--- config.mk ---
export PLATFORM = sky130hd
export DESIGN_NAME = dbns_conv_sched
export DESIGN_NICKNAME = d
export VERILOG_FILES = /design/src/rtl/dbns_conv_sched.sv
export SDC_FILE = /design/constraint.sdc
export NUM_CORES = 1
export LEC_CHECK = 0
export ABC_CLOCK_PERIOD_IN_PS = 3800
export BUFFER_PORTS_ARGS = -buffer_cell sky130_fd_sc_hd__buf_2
export CAP_MARGIN = 5
export CORE_UTILIZATION = 25
export CTS_CLUSTER_SIZE = 30
export DETAILED_ROUTE_END_ITERATION = 8
export SLEW_MARGIN = 20
export SYNTH_ARGS = -nofsm -noshare
export SYNTH_HDL_FRONTEND = slang
export SYNTH_SLANG_ARGS = --single-unit
--- constraint.sdc ---
create_clock -name clock -period 3.8 [get_ports clock]
set_input_delay 0 -clock clock [delete_from_list [all_inputs] [get_ports clock]]
set_output_delay 0 -clock clock [all_outputs]
set_load 0.03 [all_outputs]
--- src/rtl/dbns_conv_sched.sv ---
// Two-requester scheduler converting 5-bit operands into greedy
// double-base (2^i * 3^j) term bitmaps, one term per cycle.
module dbns_conv_sched #(
    parameter int NUM_BITS = 5
) (
    input  logic                clock,
    input  logic                reset_n,
    input  logic [1:0]          req_valid,
    output logic [1:0]          req_ready,
    input  logic [NUM_BITS-1:0] req_op0,
    input  logic [NUM_BITS-1:0] req_op1,
    output logic                res_valid,
    input  logic                res_ready,
    output logic                res_id,
    output logic [11:0]         res_map,
    output logic [2:0]          res_terms,
    output logic                busy
);

    typedef enum logic [1:0] {
        IDLE,
        CONV,
        DONE
    } state_e;

    state_e              state_q, state_d;
    logic [NUM_BITS-1:0] resid_q, resid_d;
    logic [11:0]         map_q, map_d;
    logic [2:0]          cnt_q, cnt_d;
    logic                id_q, id_d;
    logic                rr_q, rr_d;
    logic                res_id_q, res_id_d;
    logic [11:0]         res_map_q, res_map_d;
    logic [2:0]          res_terms_q, res_terms_d;

    logic [1:0]          grant;
    logic                gnt_id;
    logic [NUM_BITS-1:0] pick_val;
    logic [11:0]         pick_bit;

    // Round-robin grant in IDLE; gated by reset_n so ready stays low while held in reset.
    always_comb begin
        grant  = 2'b00;
        gnt_id = 1'b0;
        if (state_q == IDLE && reset_n) begin
            unique case (req_valid)
                2'b01:   gnt_id = 1'b0;
                2'b10:   gnt_id = 1'b1;
                2'b11:   gnt_id = rr_q;
                default: gnt_id = 1'b0;
            endcase
            if (|req_valid) begin
                grant = gnt_id ? 2'b10 : 2'b01;
            end
        end
    end

    // Largest term not exceeding the residue, with its bitmap position 4*j+i.
    always_comb begin
        pick_val = '0;
        pick_bit = '0;
        if (resid_q >= NUM_BITS'(24)) begin
            pick_val = NUM_BITS'(24);
            pick_bit = 12'h080;
        end else if (resid_q >= NUM_BITS'(18)) begin
            pick_val = NUM_BITS'(18);
            pick_bit = 12'h200;
        end else if (resid_q >= NUM_BITS'(12)) begin
            pick_val = NUM_BITS'(12);
            pick_bit = 12'h040;
        end else if (resid_q >= NUM_BITS'(9)) begin
            pick_val = NUM_BITS'(9);
            pick_bit = 12'h100;
        end else if (resid_q >= NUM_BITS'(8)) begin
            pick_val = NUM_BITS'(8);
            pick_bit = 12'h008;
        end else if (resid_q >= NUM_BITS'(6)) begin
            pick_val = NUM_BITS'(6);
            pick_bit = 12'h020;
        end else if (resid_q >= NUM_BITS'(4)) begin
            pick_val = NUM_BITS'(4);
            pick_bit = 12'h004;
        end else if (resid_q >= NUM_BITS'(3)) begin
            pick_val = NUM_BITS'(3);
            pick_bit = 12'h010;
        end else if (resid_q >= NUM_BITS'(2)) begin
            pick_val = NUM_BITS'(2);
            pick_bit = 12'h002;
        end else if (resid_q >= NUM_BITS'(1)) begin
            pick_val = NUM_BITS'(1);
            pick_bit = 12'h001;
        end
    end

    // Next-state logic: grant, one greedy term per CONV cycle, hold result in DONE.
    always_comb begin
        state_d     = state_q;
        resid_d     = resid_q;
        map_d       = map_q;
        cnt_d       = cnt_q;
        id_d        = id_q;
        rr_d        = rr_q;
        res_id_d    = res_id_q;
        res_map_d   = res_map_q;
        res_terms_d = res_terms_q;
        unique case (state_q)
            IDLE: begin
                if (|grant) begin
                    state_d = CONV;
                    resid_d = gnt_id ? req_op1 : req_op0;
                    map_d   = '0;
                    cnt_d   = '0;
                    id_d    = gnt_id;
                    rr_d    = ~gnt_id;
                end
            end
            CONV: begin
                if (resid_q != '0) begin
                    resid_d = resid_q - pick_val;
                    map_d   = map_q | pick_bit;
                    cnt_d   = (cnt_q == 3'd7) ? cnt_q : cnt_q + 3'd1;
                end
                // Finish as soon as the last term is taken, so the
                // result is published on the following cycle.
                if (resid_d == '0) begin
                    state_d     = DONE;
                    res_id_d    = id_q;
                    res_map_d   = map_d;
                    res_terms_d = cnt_d;
                end
            end
            DONE: begin
                if (res_ready) begin
                    state_d = IDLE;
                end
            end
            default: state_d = IDLE;
        endcase
    end

    // State and datapath registers.
    always_ff @(posedge clock or negedge reset_n) begin
        if (!reset_n) begin
            state_q     <= IDLE;
            resid_q     <= '0;
            map_q       <= '0;
            cnt_q       <= '0;
            id_q        <= 1'b0;
            rr_q        <= 1'b0;
            res_id_q    <= 1'b0;
            res_map_q   <= '0;
            res_terms_q <= '0;
        end else begin
            state_q     <= state_d;
            resid_q     <= resid_d;
            map_q       <= map_d;
            cnt_q       <= cnt_d;
            id_q        <= id_d;
            rr_q        <= rr_d;
            res_id_q    <= res_id_d;
            res_map_q   <= res_map_d;
            res_terms_q <= res_terms_d;
        end
    end

    assign req_ready = grant;
    assign res_valid = (state_q == DONE);
    assign busy      = (state_q != IDLE);
    assign res_id    = res_id_q;
    assign res_map   = res_map_q;
    assign res_terms = res_terms_q;

endmodule

==> reports/metrics.yaml <==
cells_and_area:
  fin_nets: 248
  drive_gt1_frac: 0.2379
  multi_input_area_um2: 914.6
  nFillCells: 792
  n_antenna_cell: 0
  synthToLayoutAreaGrowth_pct: 17.00
  seqCellArea_um2: 900.9
  stdcell_count: 326
timing:
  relSlewSlack: 0.3868
  fin_crit_sh: 0.8426
  fmax_ghz: 0.3123
  skew_ps: 6.803
  worst_pin_slew_ps: 918.0
  setup_tns_ps: 0
  hold_viol_final: 0
  setup_viol: 0
  slew_viol_final: 0
  rsz0062_at_grt: "no"
  fin_crit_ps: 3202
die:
  core_area_mm2: 0.007408
  die_w_um: 90.33
  die_y_um: 90.33
  rows: 31
  ios: 35
  die_area_mm2: 0.008160
  initial_utilization: 0.2633
clock_tree:
  clock-sinks: 36
  cts_setup_buffers: 0
  numCtsBuffers: 5
  clockRootBuffer: "clkbuf_8"
  cts_buffer_depth: 2
  tritoncts: "built"
  path_clk_slew_ps: 70
  htreeDepth: 2
  clk_latency_ps: 290
worst_setup_path:
  end_kind: "flop"
  critPathMaxStageDelay_ps: 630
  reg2regPathDepth: 10
  arrival_ps: 3410
  worst-path-max-fanout: 13
  cpMaxStageDelayCell: "dfrtp_1"
  critPathKind: "reg2reg"
  critPathRequiredTime_ps: 4010
  critical_path.cell_chain: "nor2_1 -> nor2_1 -> a21oi_1 -> fa_1 -> a21o_1 -> a21oi_1 -> mux2_2 -> nor3_4 -> buf_4 -> mux2i_1"
  startpoint_type: "flop"
yosys:
  ys_async_sr_fraction: 1.000
  yosysMostFrequentCell: "dfrtp_1"
  avgSynthCellArea_um2: 10.11
  synthDistinctLibCells: 44
  netlist_top_cells_area: "dfrtp_1 46%, mux2i_1 6.7%, a21oi_1 5.9%"
  synth_top_area_share: 0.4618
  synth_cells: 193
  yosys_most_used_dff: "dfrtp_1"
  synth-seq-area-share: 0.4618
  yosysTopAreaCell: "dfrtp_1"
  yosysWarnings: 0
  synthTopCellsByCount: "36 x dfrtp_1, 23 x a21oi_1, 17 x nor2_1, 16 x inv_1, 13 x mux2i_1"
  synth-edff-count: 0
  synth_area_mm2: 0.001951
  synth_seq_cells: 36
drt:
  wl_per_cell_um: 13.21
  drc: 0
  finalWirelength_mm: 4.308
  firstDrtPassIters: 4
  ant_nets: 0
  vias: 1490
  drt_iter0_drc: 116
  via_per_inst: 4.571
pwr:
  p_leak_nw: 1.069
  p_sw_w: 0.001038
  swShare: 0.4626
  p_int_w: 0.001206
  power_frac_clock: 0.113
  p_per_area_mw_per_mm2: 982.8
  combPwrFrac: 0.562
  seqPwrFrac: 0.325
  irDropWorstVdd_mv: 0.3439
grt:
  grt_use_total: 0.1127
  grt_max_degree: 37
  grt_overflow: 0
  grt_pass1_vias: 1492
  antenna_found_initial: 0
  grt_pass1_wl_mm: 7.189
hold_path:
  holdPathStages: 3
  hold_class: "in2reg"
status:
  status: "finished clean"
place:
  portBuffers: 32
  place.gp.congestion: 0.7845
  dp_cells: 316
  dp_hpwl_mm: 3.169
job:
  drv_cap: 0
[final cells by class]
class,instances,area share
multi-input combinational,131,0.4008
inverter,16,0.02632
tap,99,0.05428
clock buffer,6,0.03180
timing repair buffer,37,0.08991
clock inverter,1,0.002193
sequential,36,0.3947
[logic make-up (layout without fill, tap and decap cells)]
kind of cell / Yosys count / in the layout / share of synthesized area
flops: 36 / 36 / 0.4618
compound gates: 51 / 51 / 0.1636
buf+inv: 27 / 60 / 0.07119
xor+xnor: 3 / 3 / 0.01347
mux: 21 / 21 / 0.1129
other cells: 1 / 2 / 0.001922
fa+ha+maj: 6 / 6 / 0.04234
simple gates: 48 / 48 / 0.1328
[routing by layer]
metal	track usage	share of wire	vias to the layer above	routed length [um]
li1	-	-	734	-
met1	0.1472	0.49	720	2093
met2	0.1762	0.46	29	1996
met3	0.03114	0.039	7	168
met4	0.04435	0.011	0	49
met5	0	0	-	0
[cell usage in the layout, fill, tap and decap left out, types with 2 or more instances in the layout]
cell           instances
a41oi_1                2
a22oi_1                2
inv_1                 16
nand2b_1               3
mux2i_1               13
mux2_2                 8
a31oi_1                5
a211oi_1               2
a21o_1                 2
nor2_1                17
dfrtp_1               36
xor2_1                 2
nor3_1                 4
o21bai_1               2
nand3b_1               2
a22o_1                 2
a21oi_1               23
buf_4                  2
nor2b_1                3
nand2_1               10
a221o_1                2
clkbuf_8               5
buf_2                 32
o21ai_0                4
ha_1                   5
dlygate4sd3_1          3
conb_1                 2
[path summary, 6_finish.rpt]
check                        startpoint      endpoint  slack, ps
hold / removal             req_valid[0]          rr_q         40
hold reg to reg                    id_q          id_q        470
setup reg to reg             resid_q[1]    res_map[0]        600
max in group asynchronous       reset_n  res_terms[2]       3110
min in group asynchronous       reset_n    res_map[2]        350
setup / recovery             resid_q[1]    res_map[0]        600
[state kept, by name, summed over array words and instances, names as in the netlist]
signal / cells
id_q: 1
cnt_q: 3
res_map: 10
rr_q: 1
map_q: 10
resid_q: 5
state_q: 2
res_id: 1
res_terms: 3
[repair_timing]
action | 4_1_cts | 5_1_grt
gates resized for setup | 0 | 0
hold endpoints to repair | 38 | 0
hold buffers | 3 | 0
[worst max-delay path: cells and delay by family (launching register included)]
kind / cells / cell delay [ps]
flops: 1 / 630
fa+ha+maj: 1 / 450
compound gates: 3 / 440
mux: 2 / 600
buf+inv: 1 / 290
simple gates: 3 / 710
[power by group through the flow]
stage | Combinational, W | Clock, W | Sequential (W)
after detailed placement | 0.00127 | 0 | 0.000732
after floorplan | 0.000975 | 0 | 0.000764
after CTS | 0.00127 | 0.000266 | 0.000729
after global routing | 0.00140 | 0.000285 | 0.000754
final | 0.00126 | 0.000252 | 0.000729
after global placement | 0.00124 | 0 | 0.000729
[through the flow]
step | util | setup WS, ps | total power (W) | hold WS [ps] | area [um2]
global route | 0.3081 | 357.9 | 0.002435 | 64.90 | 2282
detailed placement | 0.2935 | 595.3 | 0.001999 | 140.5 | 2175
finish | 0.3081 | 598.0 | 0.002243 | 42.66 | 2282
floorplan | - | 898.7 | 0.001739 | -295.6 | 1954
CTS | 0.3081 | 565.6 | 0.002269 | 34.56 | 2282
global placement | 0.2935 | 721.5 | 0.001971 | 135.0 | 2175
(Power assumes the default switching activity.)
